`config.mk`:
```
export PLATFORM = sky130hd
export DESIGN_NAME = char_stream_feeder
export DESIGN_NICKNAME = d
export VERILOG_FILES = /design/src/rtl/char_pkg.sv /design/src/rtl/sync_fifo.sv /design/src/rtl/char_stream_feeder.sv
export SDC_FILE = /design/constraint.sdc
export NUM_CORES = 1
export LEC_CHECK = 0
export ABC_AREA = 1
export BUFFER_PORTS_ARGS = -buffer_cell sky130_fd_sc_hd__clkbuf_2
export CAP_MARGIN = 0
export CORE_MARGIN = 10
export CORE_UTILIZATION = 54
export DETAILED_ROUTE_END_ITERATION = 6
export PLACE_DENSITY = 0.75
export SLEW_MARGIN = 5
export SYNTH_ARGS = -nofsm -noshare
export SYNTH_HDL_FRONTEND = slang
export SYNTH_HIERARCHICAL = 1
export SYNTH_SLANG_ARGS = --single-unit
```
`constraint.sdc`:
```
create_clock -name clk -period 2.45 [get_ports clk]
set_input_delay 0.3675 -clock clk [delete_from_list [all_inputs] [get_ports clk]]
set_output_delay 0.3675 -clock clk [all_outputs]
set_load 0.02 [all_outputs]
```
`src/rtl/char_pkg.sv`:
```
// Shared character constants and helpers for the feeder and the begin/end
// checker, so both stages agree on what a space and a letter are.
package char_pkg;

  localparam logic [7:0] CHAR_SPACE   = 8'h20;
  localparam logic [7:0] CHAR_UPPER_A = 8'h41;
  localparam logic [7:0] CHAR_UPPER_Z = 8'h5A;
  localparam logic [7:0] CASE_BIT     = 8'h20;

  // Map 'A'..'Z' onto 'a'..'z'; every other code passes through untouched.
  function automatic logic [7:0] to_lower(input logic [7:0] c);
    logic [7:0] result;
    result = c;
    if ((c >= CHAR_UPPER_A) && (c <= CHAR_UPPER_Z)) begin
      result = c | CASE_BIT;
    end
    return result;
  endfunction

endpackage

```
`src/rtl/sync_fifo.sv`:
```
// Single-clock byte FIFO with extra-MSB pointers.
// Full and empty fall out of a pointer compare, and the occupancy is the
// pointer difference. The head entry is read combinationally.
module sync_fifo #(
  parameter  int DEPTH = 8,
  localparam int AW    = $clog2(DEPTH)
) (
  input  logic        clk,
  input  logic        reset,
  input  logic        wr_en_i,
  input  logic [7:0]  wr_data_i,
  input  logic        rd_en_i,
  output logic [7:0]  rd_data_o,
  output logic        full_o,
  output logic        empty_o,
  output logic [AW:0] level_o
);

  logic [7:0]  mem_q [DEPTH];
  logic [AW:0] wr_ptr_q, wr_ptr_d;
  logic [AW:0] rd_ptr_q, rd_ptr_d;
  logic        do_write;
  logic        do_read;

  assign full_o    = (wr_ptr_q[AW] != rd_ptr_q[AW]) &&
                     (wr_ptr_q[AW-1:0] == rd_ptr_q[AW-1:0]);
  assign empty_o   = (wr_ptr_q == rd_ptr_q);
  assign level_o   = wr_ptr_q - rd_ptr_q;
  assign rd_data_o = mem_q[rd_ptr_q[AW-1:0]];

  assign do_write  = wr_en_i && !full_o;
  assign do_read   = rd_en_i && !empty_o;

  // Next pointer values: each advances by one on its own operation.
  always_comb begin
    wr_ptr_d = wr_ptr_q;
    rd_ptr_d = rd_ptr_q;
    if (do_write) wr_ptr_d = wr_ptr_q + 1'b1;
    if (do_read)  rd_ptr_d = rd_ptr_q + 1'b1;
  end

  // Pointer registers; the async clear empties the FIFO at once.
  always_ff @(posedge clk or negedge reset) begin
    if (!reset) begin
      wr_ptr_q <= '0;
      rd_ptr_q <= '0;
    end else begin
      wr_ptr_q <= wr_ptr_d;
      rd_ptr_q <= rd_ptr_d;
    end
  end

  // Storage needs no reset; stale entries are never visible once empty.
  always_ff @(posedge clk) begin
    if (do_write) begin
      mem_q[wr_ptr_q[AW-1:0]] <= wr_data_i;
    end
  end

endmodule

```
`src/rtl/char_stream_feeder.sv`:
```
// Front end for the begin/end checker: lowercases letters, collapses runs
// of spaces to one, and buffers the result in a sync_fifo.
// Optional word counter enabled by defining CHAR_STREAM_FEEDER_WORDCOUNT_EN.
module char_stream_feeder
  import char_pkg::*;
#(
  parameter  int DEPTH = 8,
  localparam int AW    = $clog2(DEPTH)
) (
  input  logic        clk,
  input  logic        reset,
  input  logic [7:0]  in_data,
  input  logic        in_valid,
  output logic        in_ready,
  output logic [7:0]  out_data,
  output logic        out_valid,
  input  logic        out_ready,
  output logic [AW:0] level
`ifdef CHAR_STREAM_FEEDER_WORDCOUNT_EN
  ,
  output logic [15:0] word_count
`endif
);

  logic       fifo_full;
  logic       fifo_empty;
  logic       accept;
  logic       pop;
  logic       is_space;
  logic       write;
  logic [7:0] norm_char;
  logic       last_space_q, last_space_d;

  assign in_ready  = !fifo_full;
  assign out_valid = !fifo_empty;
  assign accept    = in_valid && in_ready;
  assign pop       = out_valid && out_ready;
  assign is_space  = (in_data == CHAR_SPACE);
  assign norm_char = to_lower(in_data);
  // A space directly after another space (or after reset) is swallowed.
  assign write     = accept && !(is_space && last_space_q);

  // Remember whether the last accepted character was a space.
  always_comb begin
    last_space_d = last_space_q;
    if (accept) last_space_d = is_space;
  end

  // Reset to "just saw a space" so leading spaces never reach the FIFO.
  always_ff @(posedge clk or negedge reset) begin
    if (!reset) last_space_q <= 1'b1;
    else        last_space_q <= last_space_d;
  end

  sync_fifo #(.DEPTH(DEPTH)) u_fifo (
    .clk       (clk),
    .reset     (reset),
    .wr_en_i   (write),
    .wr_data_i (norm_char),
    .rd_en_i   (pop),
    .rd_data_o (out_data),
    .full_o    (fifo_full),
    .empty_o   (fifo_empty),
    .level_o   (level)
  );

`ifdef CHAR_STREAM_FEEDER_WORDCOUNT_EN
  logic [15:0] word_count_q, word_count_d;

  // A word starts on a non-space arriving after a space; stop at all-ones.
  always_comb begin
    word_count_d = word_count_q;
    if (accept && !is_space && last_space_q && (word_count_q != 16'hFFFF)) begin
      word_count_d = word_count_q + 16'd1;
    end
  end

  // Word counter register.
  always_ff @(posedge clk or negedge reset) begin
    if (!reset) word_count_q <= '0;
    else        word_count_q <= word_count_d;
  end

  assign word_count = word_count_q;
`endif

endmodule
```
=== After elaboration in Yosys (flattened, before gate mapping) ===
Memories as Yosys holds them, arrays and structs flattened.
Index checks and enable logic that the tools add are counted.

* Flip-flop bits (word level): 9
* Bits in writable memories: 64
* Bits of input ports: 12
* Memories: 1

{| class="wikitable"
|+ Memory list
! memory !! words !! width !! rd ports !! clocked after memory_dff !! write ports !! RTL line !! RTL
|-
| u_fifo.mem_q || 8 || 8 || 1 || 0 || 1 || sync_fifo.sv:19 || <nowiki>logic [7:0] mem_q [DEPTH];</nowiki>
|}

* Add/sub/neg operators: 3
* Order comparisons: 2
* Equal/unequal tests: 4
* Mux-type cells: 3
* Reductions and logical operators: 11

{| class="wikitable"
|+ Operator list
! cell !! count
|-
| 4-bit by 1-bit adder with 4-bit output, second input constant || 2
|-
| 8-bit by 6-bit == test with 1-bit output, second input constant || 1
|-
| 8-bit by 7-bit >= comparator with 1-bit output, second input constant || 1
|-
| 8-bit by 7-bit <= comparator with 1-bit output, second input constant || 1
|-
| 1-bit logical AND || 8
|-
| 6-bit two-way mux || 1
|-
| 4-bit == test || 1
|-
| 4-bit subtractor || 1
|-
| 3-bit == test || 1
|-
| 1-bit zero test || 3
|-
| 1-bit two-way mux || 2
|-
| 1-bit inequality test || 1
|}

=== Logic depth before layout (Yosys ltp) ===
* Depth after elaboration: 8
* Depth in mapped cells: 13
* Gate-level depth less buffers: 12

=== By module ===
The synthesis kept the hierarchy.

{| class="wikitable"
|+ By module, submodules not included
! module !! instances !! cells each !! area each (sq um)
|-
| sync_fifo || 1 || 372 || 3,473.3
|-
| char_stream_feeder || 1 || 31 || 150.1
|}

=== Least setup slack after synthesis ===
Ideal clock, no wire load.

* Kind: flip-flop to flip-flop
* Start point: register u_fifo.rd_ptr_q[1]
* End point: memory u_fifo.mem_q[2][0] (enable)
* Setup time: 0.370 ns
* Arrival time: 2.444 ns
* Path slack: -0.365 ns
* Cell stages (with the launch flop): 13
* Path buffers: 1
* Cells stage by stage: dfrtp_1 -> inv_2 -> buf_2 -> ha_1 -> nand2_1 -> nor2_4 -> nand2_4 -> inv_1 -> inv_1 -> nand2_1 -> a21oi_1 -> nand3_2 -> nor2_1

* Word-level cells in the longest chain between the ends: 8

{| class="wikitable"
|+ RTL lines
! what !! RTL line !! RTL
|-
| start, declared || sync_fifo.sv:21 || <nowiki>logic [AW:0] rd_ptr_q, rd_ptr_d;</nowiki>
|-
| start signal, assigned || sync_fifo.sv:49 || <nowiki>rd_ptr_q <= rd_ptr_d;</nowiki>
|-
| 3-bit == test || sync_fifo.sv:26 || <nowiki>(wr_ptr_q[AW-1:0] == rd_ptr_q[AW-1:0]);</nowiki>
|-
| 1-bit logical AND || sync_fifo.sv:25 || <nowiki>assign full_o = (wr_ptr_q[AW] != rd_ptr_q[AW]) &&</nowiki>
|-
| named net fifo_full || char_stream_feeder.sv:25 || <nowiki>logic fifo_full;</nowiki>
|-
| 1-bit zero test || char_stream_feeder.sv:34 || <nowiki>assign in_ready = !fifo_full;</nowiki>
|-
| named net in_ready || char_stream_feeder.sv:14 || <nowiki>output logic in_ready,</nowiki>
|-
| 1-bit logical AND || char_stream_feeder.sv:36 || <nowiki>assign accept = in_valid && in_ready;</nowiki>
|-
| 1-bit logical AND || char_stream_feeder.sv:41 || <nowiki>assign write = accept && !(is_space && last_space_q);</nowiki>
|-
| named net write || char_stream_feeder.sv:30 || <nowiki>logic write;</nowiki>
|-
| 1-bit logical AND || sync_fifo.sv:31 || <nowiki>assign do_write = wr_en_i && !full_o;</nowiki>
|-
| 1-bit two-way mux || sync_fifo.sv:55 || <nowiki>if (do_write) begin</nowiki>
|-
| 1-bit two-way mux (not written as such) || sync_fifo.sv:56 || <nowiki>mem_q[wr_ptr_q[AW-1:0]] <= wr_data_i;</nowiki>
|-
| end, declared || sync_fifo.sv:19 ||
|}

The timed path passes the listed nets, and every way through them passes these cells.

=== Worst setup path in the final report ===
* Start point: register u_fifo.wr_ptr_q[0]
* End point: memory u_fifo.mem_q[0][6] (enable)

* Word-level cells in the longest chain between the ends: 8

{| class="wikitable"
|+ RTL lines
! what !! RTL line !! RTL
|-
| start, declared || sync_fifo.sv:20 || <nowiki>logic [AW:0] wr_ptr_q, wr_ptr_d;</nowiki>
|-
| start signal, assigned || sync_fifo.sv:48 || <nowiki>wr_ptr_q <= wr_ptr_d;</nowiki>
|-
| 3-bit == test || sync_fifo.sv:26 ||
|-
| 1-bit logical AND || sync_fifo.sv:25 ||
|-
| named net fifo_full || char_stream_feeder.sv:25 ||
|-
| 1-bit zero test || char_stream_feeder.sv:34 ||
|-
| 1-bit logical AND || char_stream_feeder.sv:36 ||
|-
| 1-bit logical AND || char_stream_feeder.sv:41 ||
|-
| named net write || char_stream_feeder.sv:30 ||
|-
| 1-bit logical AND || sync_fifo.sv:31 ||
|-
| 1-bit two-way mux || sync_fifo.sv:55 ||
|-
| 1-bit two-way mux (not written as such) || sync_fifo.sv:56 ||
|}

The timed path passes the listed nets, and every way through them passes these cells.

==> impl_metrics.toml <==
[power_and_ir_drop]
power.density_nw_per_um2 = 1210
ir_drop_v = 0.000767
p_leak_nw = 1.98

[yosys]
seq_area_frac_synth_pct = 59.3
syn_avg_cell_area_um2 = 8.99
syn_area_um2 = 3620
ys_types = 26
synth_edf_count = 64
synth-main-ff-cell = "edfxtp_1"
netlist_instances = 403
ys_ff_latch = 73
yosys.area.top_type = "edfxtp_1"
synthesis.nets = 421
synth_area_leaders = "edfxtp_1, nand2_1, inv_1, nand3_1, dfrtp_1"
yosys_warnings = 6
async_flop_share_pct = 12.3
yosysTopAreaCellShare_pct = 53.0

[setup_path]
path_cells = "inv_2 -> ha_1 -> inv_2 -> nor2_4 -> nand2_4 -> inv_1 -> inv_2 -> nand2_1 -> a21oi_4 -> nand2_4 -> nor2_2"
r2r_end = "u_fifo/mem_q[0][6]"
critPathKind = "reg -> reg"
cp_max_fo = 9
cpMostUsedCell = "inv_2"
crit_slowest_cell = "dfrtp_1"
start_kind = "flip-flop"
worstPathRequired_ps = 2440
r2r_slack_ps = 170
cp_slowest_stage_delay_ps = 390
r2r_cells = 11
r2r-start = "u_fifo/wr_ptr_q[0]"
critPathCaptureType = "flip-flop"
arrival_ps = 2270

[clock_tree]
htreeDepth = 3
cts-root-buf = "clkbuf_8"
cts_tree = "done"
clk_path_buf_depth = 2
clock_sinks = 73
clock_latency_ps = 330
cts_buffers = 9
path_clk_slew_ps = 70

[grt]
antenna_found_initial = 0
use_met1_pct = 22.6
grtUsageTotal_pct = 16.4
grt_pass1_wl_um = 13000
use_met2_pct = 25.5
gr-max-usage-layer = "met2"
grt-ovfl-total = 0
use_met3_pct = 2.56
grt_pass1_vias = 2597
grt_max_degree = 38

[layout]
multi_input_area_um2 = 1130
layout-drive-gt1-share_pct = 16.1
fillers = 537
final_area_um2 = 4070
area_growth_pct = 12.3
ff_latch_area_um2 = 2150
utilization_pct = 63.4
nets = 454
antenna_cells = 0

[timing]
max_freq_mhz = 438
clock_skew_ps = 6.04
timing.final.hold_violations = 0
max_slew.worst_pin.slew_ps = 432
rsz0062_at_grt = "no"
finalSetupViolCount = 0
period_needed_ps = 2280
slew_violations = 0
fin_crit_sh_pct = 93.2
maxSlewHeadroom_pct = 71.2
finalSetupTns_ps = 0
holdWs_ps = 342

[floorplan]
die_area_um2 = 10400
core_area_um2 = 6420
die_h_um = 102
boundaryPins = 26
die_x_um = 102
start_util_pct = 56.4
core.rowCount = 29

[run_status]
status = "finished, final reports clean"

[drt]
wl_um = 7940
drt_iter0_markers = 244
drc = 0
vias = 2701
dr.pass1.iters = 5
ant_nets = 0
avgRoutedWirePerCell_um = 15.3
via_per_inst = 5.21

[worst_hold_path]
hold_class = "in -> reg"
hold_start = "in_valid"
holdPathStages = 4
min_to = "last_space_q"

[placed_design]
dp_hpwl_um = 5490
placed_area_um2 = 3860
port_buffers = 25
gp_congestion = 0.868

[run]
cap_viol_max_count = 0
[registers in the layout, summed over array words and instances, names as in the netlist]
name and cells:
last_space_q 1, u_fifo/rd_ptr_q 4, u_fifo/wr_ptr_q 4, u_fifo/mem_q 64
[worst max-delay path by stage]
| stage | from | end | slack (ps) | cells past startpoint |
|---|---|---|---|---|
| global route | u_fifo/wr_ptr_q[0] | u_fifo/mem_q[4][2] | 30 | 12 |
| CTS | u_fifo/rd_ptr_q[2] | u_fifo/mem_q[1][1] | 30 | 11 |
| detailed placement | u_fifo/rd_ptr_q[2] | u_fifo/mem_q[1][0] | 30 | 11 |
| global placement | u_fifo/rd_ptr_q[2] | u_fifo/mem_q[1][5] | 140 | 11 |
| finish | u_fifo/wr_ptr_q[0] | u_fifo/mem_q[0][6] | 170 | 11 |
| floorplan | u_fifo/rd_ptr_q[1] | u_fifo/mem_q[7][0] | 10 | 12 |
[metal layers]
layer  share of wire (%)  up-vias
met5                   0        -
met3                 6.5       11
met2                  47      106
met4                 1.6        0
met1                  44     1273
li1                    -     1311
[kinds of logic after synthesis]
| group | share of synthesized area, % |
|---|---|
| buf+inv | 11.5 |
| compound gates | 0.276 |
| flops | 59.3 |
| xor+xnor | 0.725 |
| fa+ha+maj | 2.28 |
| simple gates | 25.9 |
[report_power, final]
| part | total, mW | internal (mW) | leakage [nW] | switching, mW |
|---|---|---|---|---|
| logic | 2.49 | 0.792 | 1.21 | 1.69 |
| clock network | 0.764 | 0.360 | 0.0754 | 0.404 |
| registers | 1.68 | 1.59 | 0.691 | 0.0867 |
| total | 4.93 | 2.74 | 1.98 | 2.18 |
[cells in the mapped netlist, types with 2 or more instances]
library cell and count:
buf_6 3, buf_2 4, a21oi_1 2, dfrtp_1 8, inv_1 81, nand3_1 45
buf_4 6, ha_1 5, nand2_2 2, nor2_1 15, nand4_1 2, edfxtp_1 64
nand2_4 2, nor2_2 2, nand2_1 150, xor2_1 2
[cells in the final DEF, fill, tap and decap left out, types with 3 or more instances in the layout]
master / Yosys / layout
buf_4: 6 / 7
clkbuf_1: 0 / 3
clkbuf_2: 0 / 25
clkbuf_8: 0 / 9
clkinv_1: 1 / 3
dfrtp_1: 8 / 8
edfxtp_1: 64 / 64
ha_1: 5 / 4
inv_1: 81 / 78
inv_2: 1 / 4
nand2_1: 150 / 149
nand2_2: 2 / 3
nand3_1: 45 / 45
nor2_1: 15 / 7
nor2_2: 2 / 6
nor2_4: 1 / 5
[through the flow]
step | setup WS [ps] | cells | total power [mW]
final | 166 | 518 | 4.93
after global routing | 25.6 | 518 | 5.31
after CTS | 29.8 | 517 | 4.87
after detailed placement | 27.8 | 500 | 4.12
after global placement | 141 | 500 | 4.07
after floorplan | 13.1 | 403 | 3.49
[final cells by class]
cell class                 instances  share of cell area, %
multi-input combinational        233                   27.8
clock inverter                     4                  0.492
sequential                        73                   52.8
timing repair buffer              35                   5.38
tap                               77                   2.37
inverter                          84                   7.81
clock buffer                      12                   3.32
[worst max-delay path, delay by kind of cell, from the launching register on]
kind	cells	cell delay (ps)
compound gates	1	210
fa+ha+maj	1	250
buf+inv	4	300
flops	1	390
simple gates	5	780
[what timing repair did]
action                                  in CTS  in global routing
gates resized for setup                      0                  6
hold endpoints to repair                     8                  0
buffers inserted                             0                  1
hold buffers                                 1                  0
endpoints found under the setup margin       0                 46
(Power assumes the default switching activity.)
